`src/rtl/axis_packet_fifo_if.sv`:
```
// AXI4-Stream beat channel (data, last, valid, ready) shared by the FIFO's
// input and output sides.
interface axis_packet_fifo_if #(
  parameter int DATA_WIDTH = 16
);
  logic [DATA_WIDTH-1:0] data;
  logic                  last;
  logic                  valid;
  logic                  ready;

  modport master (
    output data,
    output last,
    output valid,
    input  ready
  );

  modport slave (
    input  data,
    input  last,
    input  valid,
    output ready
  );
endinterface

```
`src/rtl/axis_packet_fifo.sv`:
```
// Synchronous AXI4-Stream FIFO with last sideband, occupancy count and
// almost-full/almost-empty flags. Define AXIS_PACKET_FIFO_STORE_FORWARD_EN for packet mode.
module axis_packet_fifo #(
  parameter int DATA_WIDTH         = 16,
  parameter int DEPTH              = 8,
  parameter int ALMOST_FULL_LEVEL  = DEPTH - 2,
  parameter int ALMOST_EMPTY_LEVEL = 2
) (
  input  logic                     clk,
  input  logic                     reset,
  axis_packet_fifo_if.slave        s_axis,
  axis_packet_fifo_if.master       m_axis,
  output logic [$clog2(DEPTH):0]   count,
  output logic                     almost_full,
  output logic                     almost_empty
);

  localparam int CW = $clog2(DEPTH) + 1;
  localparam int AW = CW - 1;
  localparam logic [CW-1:0] AF_LVL = CW'(ALMOST_FULL_LEVEL);
  localparam logic [CW-1:0] AE_LVL = CW'(ALMOST_EMPTY_LEVEL);

  logic [DATA_WIDTH:0] mem_q [DEPTH];
  logic [CW-1:0]       wptr_q, rptr_q, wptr_d, rptr_d;
  logic [CW-1:0]       count_q, count_d;
  logic                almost_full_q, almost_empty_q;
  logic                empty, full, s_ready, m_valid, wr_en, rd_en;
  logic [DATA_WIDTH:0] head;

  assign empty   = (wptr_q == rptr_q);
  assign full    = (wptr_q[AW-1:0] == rptr_q[AW-1:0]) && (wptr_q[AW] != rptr_q[AW]);
  assign s_ready = ~full & ~reset;
  assign wr_en   = s_axis.valid & s_ready;
  assign rd_en   = m_valid & m_axis.ready;
  assign head    = mem_q[rptr_q[AW-1:0]];

`ifdef AXIS_PACKET_FIFO_STORE_FORWARD_EN
  logic [CW-1:0] pkt_q, pkt_d;

  // Full overrides the packet gate so packets longer than DEPTH cannot deadlock.
  assign m_valid = ~empty & ((pkt_q != '0) | full);

  always_comb begin
    pkt_d = pkt_q;
    if ((wr_en && s_axis.last) && !(rd_en && head[DATA_WIDTH]))
      pkt_d = pkt_q + CW'(1);
    else if (!(wr_en && s_axis.last) && (rd_en && head[DATA_WIDTH]))
      pkt_d = pkt_q - CW'(1);
  end

  always_ff @(posedge clk) begin
    if (reset) pkt_q <= '0;
    else       pkt_q <= pkt_d;
  end
`else
  assign m_valid = ~empty;
`endif

  always_comb begin
    wptr_d  = wptr_q;
    rptr_d  = rptr_q;
    count_d = count_q;
    if (wr_en) wptr_d = wptr_q + CW'(1);
    if (rd_en) rptr_d = rptr_q + CW'(1);
    if (wr_en && !rd_en)      count_d = count_q + CW'(1);
    else if (!wr_en && rd_en) count_d = count_q - CW'(1);
  end

  always_ff @(posedge clk) begin
    if (reset) begin
      wptr_q         <= '0;
      rptr_q         <= '0;
      count_q        <= '0;
      almost_full_q  <= 1'b0;
      almost_empty_q <= 1'b1;
    end else begin
      wptr_q         <= wptr_d;
      rptr_q         <= rptr_d;
      count_q        <= count_d;
      almost_full_q  <= (count_d >= AF_LVL);
      almost_empty_q <= (count_d <= AE_LVL);
    end
  end

  // Storage needs no reset: pointers alone define what is valid.
  always_ff @(posedge clk) begin
    if (wr_en) mem_q[wptr_q[AW-1:0]] <= {s_axis.last, s_axis.data};
  end

  assign s_axis.ready = s_ready;
  assign m_axis.valid = m_valid;
  assign m_axis.data  = head[DATA_WIDTH-1:0];
  assign m_axis.last  = head[DATA_WIDTH];
  assign count        = count_q;
  assign almost_full  = almost_full_q;
  assign almost_empty = almost_empty_q;

endmodule
```
`src/flat_wrapper.sv`:
```
// flat-port wrapper written by rule: the top's interface ports become plain ports
module axis_packet_fifo_flat 
#(
  parameter int DATA_WIDTH         = 16,
  parameter int DEPTH              = 8,
  parameter int ALMOST_FULL_LEVEL  = DEPTH - 2,
  parameter int ALMOST_EMPTY_LEVEL = 2
)
  (clk, reset, count, almost_full, almost_empty, s_axis_data, s_axis_last, s_axis_valid, s_axis_ready, m_axis_data, m_axis_last, m_axis_valid, m_axis_ready);
  axis_packet_fifo_if #(.DATA_WIDTH(DATA_WIDTH)) s_axis_i ();
  axis_packet_fifo_if #(.DATA_WIDTH(DATA_WIDTH)) m_axis_i ();
  input  logic clk;
  input  logic reset;
  output logic [$clog2(DEPTH):0] count;
  output logic almost_full;
  output logic almost_empty;
  input wire logic [$bits(s_axis_i.data)-1:0] s_axis_data;
  input wire logic [$bits(s_axis_i.last)-1:0] s_axis_last;
  input wire logic [$bits(s_axis_i.valid)-1:0] s_axis_valid;
  output wire logic [$bits(s_axis_i.ready)-1:0] s_axis_ready;
  output wire logic [$bits(m_axis_i.data)-1:0] m_axis_data;
  output wire logic [$bits(m_axis_i.last)-1:0] m_axis_last;
  output wire logic [$bits(m_axis_i.valid)-1:0] m_axis_valid;
  input wire logic [$bits(m_axis_i.ready)-1:0] m_axis_ready;
  assign s_axis_i.data = s_axis_data;
  assign s_axis_i.last = s_axis_last;
  assign s_axis_i.valid = s_axis_valid;
  assign s_axis_ready = s_axis_i.ready;
  assign m_axis_data = m_axis_i.data;
  assign m_axis_last = m_axis_i.last;
  assign m_axis_valid = m_axis_i.valid;
  assign m_axis_i.ready = m_axis_ready;
  axis_packet_fifo #(.DATA_WIDTH(DATA_WIDTH), .DEPTH(DEPTH), .ALMOST_FULL_LEVEL(ALMOST_FULL_LEVEL), .ALMOST_EMPTY_LEVEL(ALMOST_EMPTY_LEVEL)) u_core (.clk(clk), .reset(reset), .s_axis(s_axis_i), .m_axis(m_axis_i), .count(count), .almost_full(almost_full), .almost_empty(almost_empty));
endmodule
```
`config.mk`:
```
export PLATFORM = sky130hd
export DESIGN_NAME = axis_packet_fifo_flat
export DESIGN_NICKNAME = d
export VERILOG_FILES = /design/src/rtl/axis_packet_fifo_if.sv /design/src/rtl/axis_packet_fifo.sv /design/src/flat_wrapper.sv
export SDC_FILE = /design/constraint.sdc
export NUM_CORES = 1
export LEC_CHECK = 0
export BUFFER_PORTS_ARGS = -buffer_cell sky130_fd_sc_hd__buf_2
export CORE_MARGIN = 5
export CORE_UTILIZATION = 54
export CTS_BUF_LIST = sky130_fd_sc_hd__clkbuf_4 sky130_fd_sc_hd__clkbuf_8 sky130_fd_sc_hd__clkbuf_16
export CTS_CLUSTER_SIZE = 8
export DETAILED_ROUTE_END_ITERATION = 7
export PLACE_DENSITY = 0.76
export SYNTH_ARGS = -nofsm -noshare
export SYNTH_HDL_FRONTEND = slang
export SYNTH_SLANG_ARGS = --single-unit
```
`constraint.sdc`:
```
create_clock -name clk -period 2.8 [get_ports clk]
set_input_delay 0.14 -clock clk [delete_from_list [all_inputs] [get_ports clk]]
set_output_delay 0.14 -clock clk [all_outputs]
set_load 0.01 [all_outputs]
```
==> flow_summary_export.csv <==
group,metric,value,unit
routing,via_count,2975,
yosys,ys_warn_count,0,
placed_design,dp_worst_setup_slack,470,ps
layout,drive_gt1_share,40.3,%
timing,fin_worst_skew,5.80,ps
grt,grt_max_degree,35,
worst_setup_path,critPathMaxFanout,14,
worst_setup_path,critPathArrivalTime,2630,ps
placed_design,place_area,0.00652,sq mm
routing,drtAntennaViolNets,0,
grt,track_usage,17.6,%
routing,wl_per_cell,20.6,microns
floorplanning,die_x,116,microns
clock_tree,clk_path_buf_depth,2,
worst_setup_path,slowest_delay,580,ps
power_and_ir_drop,p_leak,2.41,nW
min_path,hp-start,"s_axis_data[7]",
grt,grt_antenna_before_repair,0,
timing,hold_viol_final,0,
timing,tns,0,ps
layout,antenna_cells,0,
min_path,hold_path_end,"u_core.mem_q[0][7]",
timing,fin_ws,472,ps
worst_setup_path,cp-start-kind,"flop",
placed_design,dp_hpwl,6550,microns
min_path,hp-class,"primary input to flop",
timing,setup_viol,0,
worst_setup_path,reg2reg_depth,6,
yosys,syn-cell-area,0.00607,sq mm
clock_tree,root_buffer,"clkbuf_16",
clock_tree,clk_pin_slew_worst_paths,60,ps
yosys,synth_edf_count,136,
yosys,syn_inst,304,
clock_tree,htree_levels,4,
grt,grt_pass1_vias,3174,
yosys,seq_area_frac_synth,72.9,%
routing,drtIter0Drc,192,
clock_tree,clock_latency,410,ps
floorplanning,start_util,55.5,%
worst_setup_path,reg2reg_slack,470,ps
timing,worst_slew_pin_slew,596,ps
yosys,syn_area_per_cell,20.0,sq um
worst_setup_path,worstPathCellList,"xnor2_1, a41oi_2, nand2_1, o22ai_2, mux2_4, a21o_1",
timing,drv_slew,0,
timing,slew_headroom,60.2,%
placed_design,place_congestion,0.767,
yosys,async_flop_share,0,%
floorplanning,die_area,0.0135,sq mm
min_path,holdPathStages,1,
clock_tree,cts_tree,"done",
routing,drt_wl_total,10800,microns
job,maxCapViolCount,0,
layout,final_area,0.00722,sq mm
yosys,ys_ff_latch,153,
routing,dr.pass1.iters,4,
clock_tree,clock_sinks,153,
clock_tree,numCtsBuffers,17,
layout,area_growth,19.0,%
grt,grt_remaining_overflow,0,
placed_design,dpl.cell_count,488,
power_and_ir_drop,power_density,808,mW/mm^2
worst_setup_path,critPathCaptureType,"flop",
timing,max_freq,0.430,GHz
worst_setup_path,reg2reg_to,"u_core.almost_full",
yosys,synth_flop_cell,"edfxtp_1",
clock_tree,post_cts_buffers,0,
layout,post-route-util,66.1,%
worst_setup_path,cp-startpoint,"u_core.wptr_q[0]",
timing,grt_setup_unrepaired,"false",
floorplanning,pin_count,46,
floorplanning,dieHeight,116,microns
floorplanning,num_rows,38,
worst_setup_path,cp_data_required_time,3100,ps
yosys,syn_nets,329,
placed_design,io_buffers,45,
power_and_ir_drop,vdd.ir_drop.worst,397,uV
timing,final.period_utilization,83.1,%
worst_setup_path,crit_type,"flop to flop",
layout,fin_cells,525,
worst_setup_path,cp_num_buf_inv,0,
worst_setup_path,slowest_stage,"dfxtp_1",
floorplanning,coreArea,0.0109,sq mm
worst_setup_path,reg2reg_from,"u_core.wptr_q[0]",
outcome,status,"finished clean",
yosys,synthDistinctLibCells,41,
routing,viasPerCell,5.67,
layout,fin_nets,397,
timing,post-route-min-period,2330,ps
routing,drc,0,
worst_setup_path,cp_top_family,"compound AO/OA/AOI/OAI gates",
grt,grt_pass1_wl,17200,microns
==> worst register-to-register path: cells and delay by family (launching register included) <==
kind | cells | cell delay [ps]
AOI/OAI and AO/OA | 3 | 930
xor gates and xnor gates | 1 | 160
DFF | 1 | 580
muxes | 1 | 330
and+or+nand+nor | 1 | 240
==> sequential cells by signal, indices dropped and copies added, names as in the netlist, named ones only <==
signal	count
u_core.mem_q	136
u_core.almost_full	1
u_core.wptr_q	4
u_core.rptr_q	4
u_core.count	4
u_core.almost_empty	1
==> cell families after synthesis <==
family	after synthesis	share of synthesized area, %
multiplexers	52	16.0
AO/OA/AOI/OAI	15	2.35
flip-flops	153	72.9
XOR/XNOR	14	2.39
AND/OR/NAND/NOR	49	4.16
buffers and inverters	17	1.38
adder cells (fa/ha/maj)	4	0.824
==> what timing repair did <==
item,CTS,global route
hold buffers,3,2
endpoints found under the hold margin,24,2
gates resized for setup,0,0
==> synth_stat cells, types with 3 or more instances <==
| cell | count | share of area (%) |
|---|---|---|
| dfxtp_1 | 17 | 5.6 |
| mux2_2 | 17 | 3.2 |
| nand3_1 | 3 | 0.25 |
| xor2_1 | 3 | 0.43 |
| mux4_2 | 34 | 13 |
| edfxtp_1 | 136 | 67 |
| nor2_1 | 15 | 0.93 |
| xor2_2 | 3 | 0.80 |
| clkbuf_1 | 8 | 0.49 |
| buf_2 | 4 | 0.33 |
| nand2_1 | 10 | 0.62 |
| ha_1 | 4 | 0.82 |
| nand2b_1 | 4 | 0.41 |
| nor3_1 | 5 | 0.41 |
| xnor2_1 | 8 | 1.2 |
==> final cells by class <==
cell class | instances | area (sq um)
clock buffers | 17 | 425
clock inverters | 15 | 224
fillers | 717 | 3710
inverters | 2 | 7.51
multi-input cells | 134 | 1570
flip-flops and latches | 153 | 4430
well taps | 140 | 175
repair buffers | 64 | 393
==> worst max path at each step <==
stage                               endpoint  slack (ps)  cells after the start
after global placement    u_core.almost_full         580                      6
after floorplan           u_core.mem_q[4][0]          20                      6
after global routing      u_core.almost_full         280                      6
after CTS                 u_core.almost_full         470                      6
after detailed placement  u_core.almost_full         470                      6
final                     u_core.almost_full         470                      6
==> layer usage <==
layer | part of all wire (%) | GRT usage, % | vias to the layer above
met1 | 44 | 23.3 | 1525
met5 | 0 | 0 | -
met3 | 3.8 | 4.39 | 10
li1 | - | - | 1357
met2 | 51 | 28.8 | 83
met4 | 1.2 | 6.26 | 0
==> power breakdown <==
group	internal, mW	switching (mW)
clock	1.58	0.869
combinational	0.398	0.376
sequential	2.55	0.0607
total	4.53	1.31
==> per-stage QoR <==
step	hold WS, ps	total power, mW
floorplan	239	3.21
global placement	408	3.41
detailed placement	414	3.44
CTS	0.0414	5.89
global route	8.57	6.08
finish	12.4	5.84
==> cell usage in the layout, fill, tap and decap left out, types with 3 or more instances in the layout <==
cell / synthesis / final
mux2_2: 17 / 17
dfxtp_1: 17 / 16
buf_4: 0 / 13
nor3_1: 5 / 3
xnor2_1: 8 / 8
clkbuf_16: 0 / 17
edfxtp_1: 136 / 136
dlygate4sd3_1: 0 / 5
xor2_1: 3 / 3
nand2_1: 10 / 10
ha_1: 4 / 4
mux4_2: 34 / 34
bufinv_16: 0 / 5
nand3_1: 3 / 3
buf_2: 4 / 45
xor2_2: 3 / 3
nor3_2: 1 / 3
clkinvlp_4: 0 / 4
nand2b_1: 4 / 4
nor2_1: 15 / 15
Note: power is estimated with default switching activity, not from simulation.
